## config.mk

```make
export PLATFORM = sky130hd
export DESIGN_NAME = spike_event_dispatcher
export DESIGN_NICKNAME = d
export VERILOG_FILES = /design/src/rtl/spike_event_dispatcher.sv
export SDC_FILE = /design/constraint.sdc
export NUM_CORES = 1
export LEC_CHECK = 0
export CAP_MARGIN = 20
export CORE_MARGIN = 4
export CORE_UTILIZATION = 30
export DETAILED_ROUTE_END_ITERATION = 12
export SLEW_MARGIN = 5
export SYNTH_ARGS = -nofsm -noshare
export SYNTH_HDL_FRONTEND = slang
export SYNTH_SLANG_ARGS = --single-unit
```

## constraint.sdc

```tcl
create_clock -name clk -period 1.94 [get_ports clk]
set_clock_uncertainty 0.2 [all_clocks]
set_input_delay 0.194 -clock clk [delete_from_list [all_inputs] [get_ports clk]]
set_output_delay 0.194 -clock clk [all_outputs]
set_load 0.05 [all_outputs]
```

## src/rtl/spike_event_dispatcher.sv

```systemverilog
// spike_event_dispatcher: turns each accepted spike into one event-FIFO entry per fan-out synapse.
// Latency: handshake edge to first fifo_enq is 4 cycles. Steady state is 3 cycles per synapse.
// Backpressure: spike_ready is high only in IDLE. PUSH holds its entry stable while fifo_full is high.
//
// Ports:
//   clk, asyn_reset_n               clock (rising edge) and asynchronous active-low reset
//   spike_valid/ready/id/tag        spike request handshake from the neuron update stage
//   ptr_rd/addr, ptr_base/count     fan-out table read; data returns 1 cycle after ptr_rd
//   syn_rd/addr, syn_weight/dst     synapse memory read; data returns 1 cycle after syn_rd
//   fifo_full, fifo_enq             event FIFO push side; fifo_enq = PUSH & !fifo_full
//   weight_out/dst_out/src_tag_out  registered entry fields, held outside PUSH
//   busy                            high in every state except IDLE
//
// Build option: define DISPATCH_ZERO_SKIP_EN to drop synapses whose weight magnitude is zero
// (+0 or -0) instead of enqueueing them. The address and remaining count still advance.
module spike_event_dispatcher #(
    parameter int WEIGHT_W  = 17,
    parameter int NEURON_AW = 8,
    parameter int SYN_AW    = 12,
    parameter int CNT_W     = 8
) (
    input  logic                 clk,
    input  logic                 asyn_reset_n,
    input  logic                 spike_valid,
    output logic                 spike_ready,
    input  logic [NEURON_AW-1:0] spike_id,
    input  logic                 spike_tag,
    output logic                 ptr_rd,
    output logic [NEURON_AW-1:0] ptr_addr,
    input  logic [SYN_AW-1:0]    ptr_base,
    input  logic [CNT_W-1:0]     ptr_count,
    output logic                 syn_rd,
    output logic [SYN_AW-1:0]    syn_addr,
    input  logic [WEIGHT_W-1:0]  syn_weight,
    input  logic [NEURON_AW-1:0] syn_dst,
    input  logic                 fifo_full,
    output logic                 fifo_enq,
    output logic [WEIGHT_W-1:0]  weight_out,
    output logic [NEURON_AW-1:0] dst_out,
    output logic                 src_tag_out,
    output logic                 busy
);

    typedef enum logic [2:0] {
        S_IDLE,
        S_LOOKUP,
        S_LOAD,
        S_FETCH,
        S_CAPTURE,
        S_PUSH
    } state_t;

    state_t               state;
    logic [NEURON_AW-1:0] id_q;
    logic                 tag_q;
    logic [SYN_AW-1:0]    addr_q;
    logic [CNT_W-1:0]     remain_q;
    logic                 last_syn;

    // Table and synapse addresses come straight from the captured registers.
    assign ptr_addr = id_q;
    assign syn_addr = addr_q;

    // Only output that is combinational: the FIFO must see the push in the same cycle it frees up.
    assign fifo_enq = (state == S_PUSH) && !fifo_full;

    // The synapse being finished is the final one of this fan-out.
    assign last_syn = (remain_q == CNT_W'(1));

    always_ff @(posedge clk or negedge asyn_reset_n) begin
        if (!asyn_reset_n) begin
            state       <= S_IDLE;
            id_q        <= '0;
            tag_q       <= 1'b0;
            addr_q      <= '0;
            remain_q    <= '0;
            spike_ready <= 1'b1;
            busy        <= 1'b0;
            ptr_rd      <= 1'b0;
            syn_rd      <= 1'b0;
            weight_out  <= '0;
            dst_out     <= '0;
            src_tag_out <= 1'b0;
        end else begin
            // Read strobes are single-cycle pulses raised on entry to LOOKUP / FETCH.
            ptr_rd <= 1'b0;
            syn_rd <= 1'b0;
            case (state)
                S_IDLE: begin
                    if (spike_valid) begin
                        id_q        <= spike_id;
                        tag_q       <= spike_tag;
                        ptr_rd      <= 1'b1;
                        spike_ready <= 1'b0;
                        busy        <= 1'b1;
                        state       <= S_LOOKUP;
                    end
                end
                S_LOOKUP: begin
                    state <= S_LOAD;
                end
                S_LOAD: begin
                    addr_q   <= ptr_base;
                    remain_q <= ptr_count;
                    if (ptr_count == '0) begin
                        spike_ready <= 1'b1;
                        busy        <= 1'b0;
                        state       <= S_IDLE;
                    end else begin
                        syn_rd <= 1'b1;
                        state  <= S_FETCH;
                    end
                end
                S_FETCH: begin
                    state <= S_CAPTURE;
                end
                S_CAPTURE: begin
`ifdef DISPATCH_ZERO_SKIP_EN
                    if (syn_weight[WEIGHT_W-2:0] == '0) begin
                        // Zero-magnitude synapse: consume it without touching the output fields.
                        addr_q   <= addr_q + SYN_AW'(1);
                        remain_q <= remain_q - CNT_W'(1);
                        if (last_syn) begin
                            spike_ready <= 1'b1;
                            busy        <= 1'b0;
                            state       <= S_IDLE;
                        end else begin
                            syn_rd <= 1'b1;
                            state  <= S_FETCH;
                        end
                    end else begin
                        weight_out  <= syn_weight;
                        dst_out     <= syn_dst;
                        src_tag_out <= tag_q;
                        state       <= S_PUSH;
                    end
`else
                    weight_out  <= syn_weight;
                    dst_out     <= syn_dst;
                    src_tag_out <= tag_q;
                    state       <= S_PUSH;
`endif
                end
                S_PUSH: begin
                    if (!fifo_full) begin
                        // Address wraps naturally at the register width.
                        addr_q   <= addr_q + SYN_AW'(1);
                        remain_q <= remain_q - CNT_W'(1);
                        if (last_syn) begin
                            spike_ready <= 1'b1;
                            busy        <= 1'b0;
                            state       <= S_IDLE;
                        end else begin
                            syn_rd <= 1'b1;
                            state  <= S_FETCH;
                        end
                    end
                end
                default: begin
                    spike_ready <= 1'b1;
                    busy        <= 1'b0;
                    state       <= S_IDLE;
                end
            endcase
        end
    end

endmodule

```

* Yosys cells after proc, flatten, opt, wreduce, memory -nomap -nowiden
Index checks and enable logic that the tools add are counted.
** Operators by class
- Reductions and logical operators :: 10
- Add/subtract/negate cells :: 2
- Eq/ne operators :: 10
- Muxes and demuxes :: 25
- Bitwise logic cells :: 1
** Operators with widths (count)
- $pmux W12 S2 :: 1
- $pmux W3 S6 :: 1
- $pmux W8 S2 :: 1
- $mux W1 :: 13
- $add A12 B1 Y12 const B :: 1
- $mux W12 :: 1
- $eq A8 B1 Y1 const B :: 1
- $logic_not A8 Y1 :: 1
- $mux W8 :: 1
- $ne A2 B2 Y1 const B :: 4
- $pmux W1 S4 :: 2
- $sub A8 B1 Y8 const B :: 1
- $eq A3 B2 Y1 const B :: 2
- $eq A3 B3 Y1 const B :: 2
- $mux W3 :: 2
- $reduce_and A2 Y1 :: 3
- $reduce_and A5 Y1 :: 1
- $mux W2 :: 2
- $eq A3 B1 Y1 const B :: 1
- $logic_not A3 Y1 :: 1
- $reduce_or A3 Y1 :: 1
- $pmux W1 S2 :: 1
- $reduce_bool A2 Y1 :: 1
- $logic_and A1 B1 Y1 :: 1
- 2 further kinds :: 2
** Storage, ports and cells
- Word-level logic and storage cells :: 60
- Bits in registers :: 62
- Bits of input ports :: 58

* Longest topological paths before layout
Gate-level depths: netlist of run 1.
- Depth after elaboration :: 4
- Depth in mapped cells :: 7
- Mapped depth without buffers :: 5

* Worst setup path after synthesis of run 1
OpenSTA, ideal clock, no wires.
- Kind :: reg-to-reg
- Start :: reg addr_q[0], in the netlist syn_addr[0]
- End :: reg addr_q[8], in the netlist syn_addr[8]
- Stages on the path, launching flop included :: 6
- Clock period less this slack :: 1.899 ns
- Data arrival time :: 1.620 ns
- Path slack :: 0.041 ns
- Cell sequence :: dfrtp_1 ha_1 and4_1 nand4_1 a21oi_1 a2bb2oi_1
** Between the ends
- Cells in the longest elaborated chain, start to end :: 3
** Ends and longest elaborated chain
- start: declaration :: RTL line 56 : logic [SYN_AW-1:0] addr_q;
- start signal: assignment :: RTL line 103 : addr_q <= ptr_base;
- start signal: assignment :: RTL line 147 : addr_q <= addr_q + SYN_AW'(1);
- $add A12 B1 Y12 :: RTL line 147
- $mux W12 :: RTL line 145 : if (!fifo_full) begin
- $pmux W12 S2 :: RTL line 88 : case (state)
Every way passes these cells. The select of a mux whose other input is x is not followed.
A chain may end at the register's enable or synchronous reset.

* Final worst setup path of run 1
- Start :: reg weight_out[7]
- End :: out weight_out[7]
** RTL lines
- start: declaration :: RTL line 38 : output logic [WEIGHT_W-1:0] weight_out,
- start signal: assignment :: RTL line 138 : weight_out <= syn_weight;
No word-level cell between the ends.

==> results of run 1 <==
## area by class of cell
type,instances,area [sq um]
well taps,129,161.4
multi-input cells,174,1252
fillers,902,4877
repair buffers,129,1294
flip-flops and latches,62,1554
inverters,5,18.77
clock buffers,10,127.6
clock inverters,6,86.33
## flip-flops by register name (all words and copies together) (netlist names)
| signal | count |
|---|---|
| syn_addr | 12 |
| ptr_addr | 8 |
| state | 3 |
| weight_out | 17 |
| ptr_rd | 1 |
| dst_out | 8 |
| syn_rd | 1 |
| tag_q | 1 |
| spike_ready | 1 |
| src_tag_out | 1 |
| busy | 1 |
| remain_q | 8 |
## per-layer routing
metal  up-vias  global-route usage [%]  wire length [um]
li1       1195                       -                 -
met1      1187                   17.73              3403
met2        74                   20.95              3622
met3        10                   3.733               433
met4         0                   4.658                99
met5         -                       0                 0
## report_power, final
| group | switching (mW) | internal, mW |
|---|---|---|
| registers | 0.527 | 1.95 |
| clock network | 0.515 | 0.721 |
| logic | 2.91 | 1.83 |
| total | 3.95 | 4.50 |
## through the flow
stage	hold slack, ns	cells	power, mW	worst slack, ns	utilization (%)
after global routing	0.1345	515	8.959	0.002600	47.96
final	0.1225	515	8.454	0.04995	47.96
after global placement	-0.1062	498	7.249	0.05629	45.05
after detailed placement	-0.1023	498	7.305	0.02361	45.05
after CTS	0.1201	515	8.577	0.01304	47.44
after floorplan	-0.3016	257	5.680	0.04064	-
## cell families after synthesis
group | Yosys count | share of synthesized area (%)
simple gates | 69 | 13.68
compound gates | 66 | 13.93
flops | 62 | 52.88
mux | 36 | 13.76
buf+inv | 21 | 4.474
fa+ha+maj | 3 | 1.278
## final timing paths
check | end | slack, ns | depth (start not counted)
worst max-delay path | weight_out[7] | 0.05 | 1
worst min-delay path | ptr_addr[0] | 0.12 | 2
worst max register to register | ptr_addr[0] | 0.15 | 4
worst min register to register | weight_out[8] | 0.30 | 1
max in group asynchronous | weight_out[14] | 0.84 | 3
min in group clk | syn_addr[1] | 0.23 | 3
## layout by cell type (no fill, tap or decap), types with 3 or more instances in the layout
master / count
o22ai_1: 5
clkdlybuf4s50_1: 72
buf_4: 32
o21ai_0: 17
ha_1: 3
a2bb2oi_1: 5
nor2_1: 16
mux2_2: 34
o21a_1: 3
a21oi_1: 21
and4_1: 3
nand2_1: 19
nor3b_1: 3
nand3_1: 7
dlymetal6s2s_1: 19
inv_1: 5
buf_12: 4
nand4_1: 5
dfrtp_1: 60
clkbuf_8: 9
## timing repair
item	in CTS	in global routing
endpoints found under the setup margin	0	30
hold buffers	1	0
endpoints found under the hold margin	62	0
resized for setup	0	20
==> metrics, run 1 <==
top cell type's share of synthesized area between 50% and 60%; Slew @ Worst Pin 0.5549 ns; Tot GR Track Use 13.37%; ranking of synthesized cells by area dfrtp_1 (52%), mux2_2 (13%), a21oi_1 (3.6%), o21ai_0 (2.9%), nand2_1 (2.4%); Post-Route WL 7.557 mm; critical path cell sequence clkdlybuf4s50_1; synth unique cells 46; Leak between 2 and 2.5 nW; total congestion overflow 0; Synth Net Count about 320; IO buf count 108; DRC Markers 0; Post-synth EDFFs 0; first-pass GRT wire length 12.30 mm; Syn Std Cell Area approximately 2900 sq um; Bufs on Longest Clock Path 2; post-route cell area 4494 sq um; Slew Viols, Final 0; post-synthesis sequential area ratio 52.88%; initial antenna violation count 0; final setup vio count 0; f_max 529.1 MHz; Post CTS Setup Buffer Count 0; routed len/inst 14.67 um; row count 35; largest stage delay on the critical path 0.81 ns; synth warn 0; Initial Utilization between 30% and 40%; CTS tree built; Worst-Skew Late Latency 0.33 ns; drt pass-1 iters 4; via count of the first global-routing pass 2487; Area after DPL 4222 sq um; delay-heaviest family, CP buffers and inverters; Avg Inst Size Synth 11.43 sq um; worst path bufs/invs 1; Vias 2466; n_diodes 0; Crit Path Category reg -> out; Pwr Density 1881 nW/um^2; crit path from weight_out[7]; maximum vdd drop 0.8277 mV; max cap viols 0; Synth top cells by count dfrtp_1 (61), mux2_2 (34), a21oi_1 (21), nand2_1 (19), o21ai_0 (17); clock sinks between 60 and 70; die height approximately 110 um; CTS buffer count 9; status finished, final reports clean; RSZ-0062 raised after global routing false; largest net degree at the start of global routing 52; worst path required time 1.55 ns; synthesized instance count approximately 260; Nets between 400 and 500; Crit-path slowest cell clkdlybuf4s50_1; Worst R2R Start state[1]; Tcrit/Tclk final 97.43%; Worst slew margin 62.95%; Yosys reg bits 62; die area 11440 sq um; setup TNS 0 ns; Crit Path Max Fanout 2; Synth area leader dfrtp_1; DRT antenna net count 0; # IOs 109; Post-DP HPWL about 5.5 mm; DR iter-0 viols 61; Setup crit start kind register; final hold vios 0; CP endpoint kind primary output; CP arrival 1.50 ns; Via density 4.788; Root Driver clkbuf_8; CTS clock-pin slew for the worst setup and hold paths 0.07 ns; layout cell share with drive strength beyond 1 roughly a quarter; most frequent cell after synthesis dfrtp_1; die span in x 106.9 um; gp weighted congestion 0.7963; ys async rst share 100.0%; Top FF cell, synth dfrtp_1; P&R area growth vs syn 53.05%; min-delay worst type in -> async; htree depth 3; Final min period 1.890 ns; core area between 9000 and 10000 sq um
(Power assumes the default switching activity.)
==> run 2: changes to the inputs <==
--- a/config.mk
+++ b/config.mk
@@ -6,6 +6,7 @@
 export NUM_CORES = 1
 export LEC_CHECK = 0
 export CAP_MARGIN = 20
+export CORE_ASPECT_RATIO = 0.6
 export CORE_MARGIN = 4
 export CORE_UTILIZATION = 30
 export DETAILED_ROUTE_END_ITERATION = 12
==> metrics, run 2 (synthesized netlist as in run 1, its figures left out) <==
status finished, final reports clean; Setup crit start kind register; Setup crit end ptr_addr[1]; Area after DPL about 4200 sq um; most common cell after layout, fill and taps aside clkdlybuf4s50_1; gp weighted congestion a little under 0.9; max cap viols 0; IO buf count 108; footprint of the multi-input gates 1257 sq um; critical path cell sequence clkdlybuf4s50_1; crit path from ptr_addr[1]; P&R area growth vs syn 54.15%; Post-DP HPWL 5.873 mm; final setup vio count 0; routed len/inst 15.31 um; n_diodes 0; Root Driver clkbuf_16; reg2reg end syn_addr[2]; first-pass GRT wire length 13.19 mm; Nets 441; maximum vdd drop about 0.83 mV; CTS buffer count 9; die area 11490 sq um; DRT antenna net count 0; htree depth 3; cells on worst reg2reg path 5; Crit Path Category reg -> out; Bufs on Longest Clock Path 2; Worst-Skew Late Latency 0.32 ns; row count 27; via count of the first global-routing pass approximately 2500; Via density between 4 and 5; sequential cell area about 1600 sq um; die height 84.64 um; Crit-path slowest cell clkdlybuf4s50_1; commonest non-fill, non-tap cells in the layout clkdlybuf4s50_1 (86), dfrtp_1 (60), mux2_2 (34), buf_4 (31), a21oi_1 (21); die span in x 135.7 um; Crit Path Max Fanout 2; total congestion overflow 0; core area 9358 sq um; CP arrival 1.49 ns; CP endpoint kind primary output; initial antenna violation count 0; Top reg by flops weight_out; drt pass-1 iters 4; delay-heaviest family, CP buffers and inverters; final hold vios 0; Pwr Density 1938 nW/um^2; largest stage delay on the critical path between 0.8 and 0.9 ns; reg2reg setup slack 0.10 ns; Initial Utilization 31.38%; Crit path depth 1; worst path bufs/invs 1; f_max 531.7 MHz; DR iter-0 viols 147; Leak 1.890 nW; Slew @ Worst Pin ~0.5 ns; Worst slew margin 65.70%; Worst R2R Start state[1]; largest net degree at the start of global routing 29; Slew Viols, Final 0; Final min period between 1.5 and 2 ns; layout cell share with drive strength beyond 1 24.16%; CTS clock-pin slew for the worst setup and hold paths 0.06 ns; min-delay worst type in -> async; Tcrit/Tclk final 96.95%; setup TNS 0 ns; max reg flops 17; clock sinks 62; number of fill cells 883; post-route cell area 4527 sq um; Post-Route WL 7.883 mm; DRC Markers 0; Tot GR Track Use 14.45%; Vias approximately 2500; CTS tree built; RSZ-0062 raised after global routing false; worst path required time roughly 1.6 ns; # IOs ~110
[run 2: cell count changes in the layout (fill, tap and decap cells not counted), sizes merged]
cell,delta
bufinv,-2
clkbuf,-1
clkdlybuf4s50,+14
clkinvlp,+2
dlymetal6s2s,-15
inv,+1
[run 2: report_power, final]
group	switching (mW)	internal (mW)
logic	2.96	1.87
registers	0.526	1.95
clock network	0.597	0.864
[run 2: worst register-to-register path, stage by stage (launching register included)]
cell and delay, ns:
dfrtp_1 0.49, nand3b_2 0.40, buf_4 0.26, nor3b_1 0.21
a21oi_1 0.06, o21ai_0 0.15
[run 2: how the worst min path moves through the flow]
stage	start	endpoint	slack [ns]	cells after the start
6_report	asyn_reset_n	weight_out[15]	0.17	2
5_1_grt	asyn_reset_n	dst_out[0]	0.22	2
4_1_cts	asyn_reset_n	weight_out[15]	0.19	2
3_5_place_dp	asyn_reset_n	weight_out[15]	0.004	1
3_3_place_gp	asyn_reset_n	weight_out[15]	-0.004	1
2_1_floorplan	asyn_reset_n	busy	-0.30	0
[run 2: per-stage QoR]
stage / hold slack [ns] / power, mW / cells / util (%) / worst slack (ns)
floorplan: -0.3016 / 5.680 / 257 / - / 0.04064
global placement: -0.004045 / 7.278 / 498 / 45.15 / 0.06576
detailed placement: 0.004166 / 7.352 / 498 / 45.15 / 0.03634
CTS: 0.1916 / 8.871 / 515 / 48.20 / 0.02764
global route: 0.2201 / 9.305 / 515 / 48.38 / 0.005887
finish: 0.1722 / 8.775 / 515 / 48.38 / 0.05911
[run 2: what timing repair did]
action	CTS	global route
endpoints found under the setup margin	0	11
hold endpoints to repair	17	0
hold buffers	1	0
gates resized for setup	0	6
buffers inserted	0	0
[run 2: final cells by class]
| class | count | area share, % |
|---|---|---|
| Clock buffer | 9 | 4.975 |
| Clock inverter | 7 | 1.106 |
| Inverter | 5 | 0.4146 |
| Multi-Input combinational cell | 174 | 27.78 |
| Sequential cell | 62 | 34.33 |
| Tap cell | 130 | 3.593 |
| Timing Repair Buffer | 128 | 27.81 |
[run 2: per-layer routing]
| metal | GRT usage, % | vias up | part of all wire (%) |
|---|---|---|---|
| met2 | 20.76 | 80 | 43 |
| met1 | 19.70 | 1201 | 48 |
| met5 | 0 | - | 0 |
| met3 | 6.707 | 7 | 8.0 |
| met4 | 3.568 | 0 | 0.96 |
| li1 | - | 1202 | - |
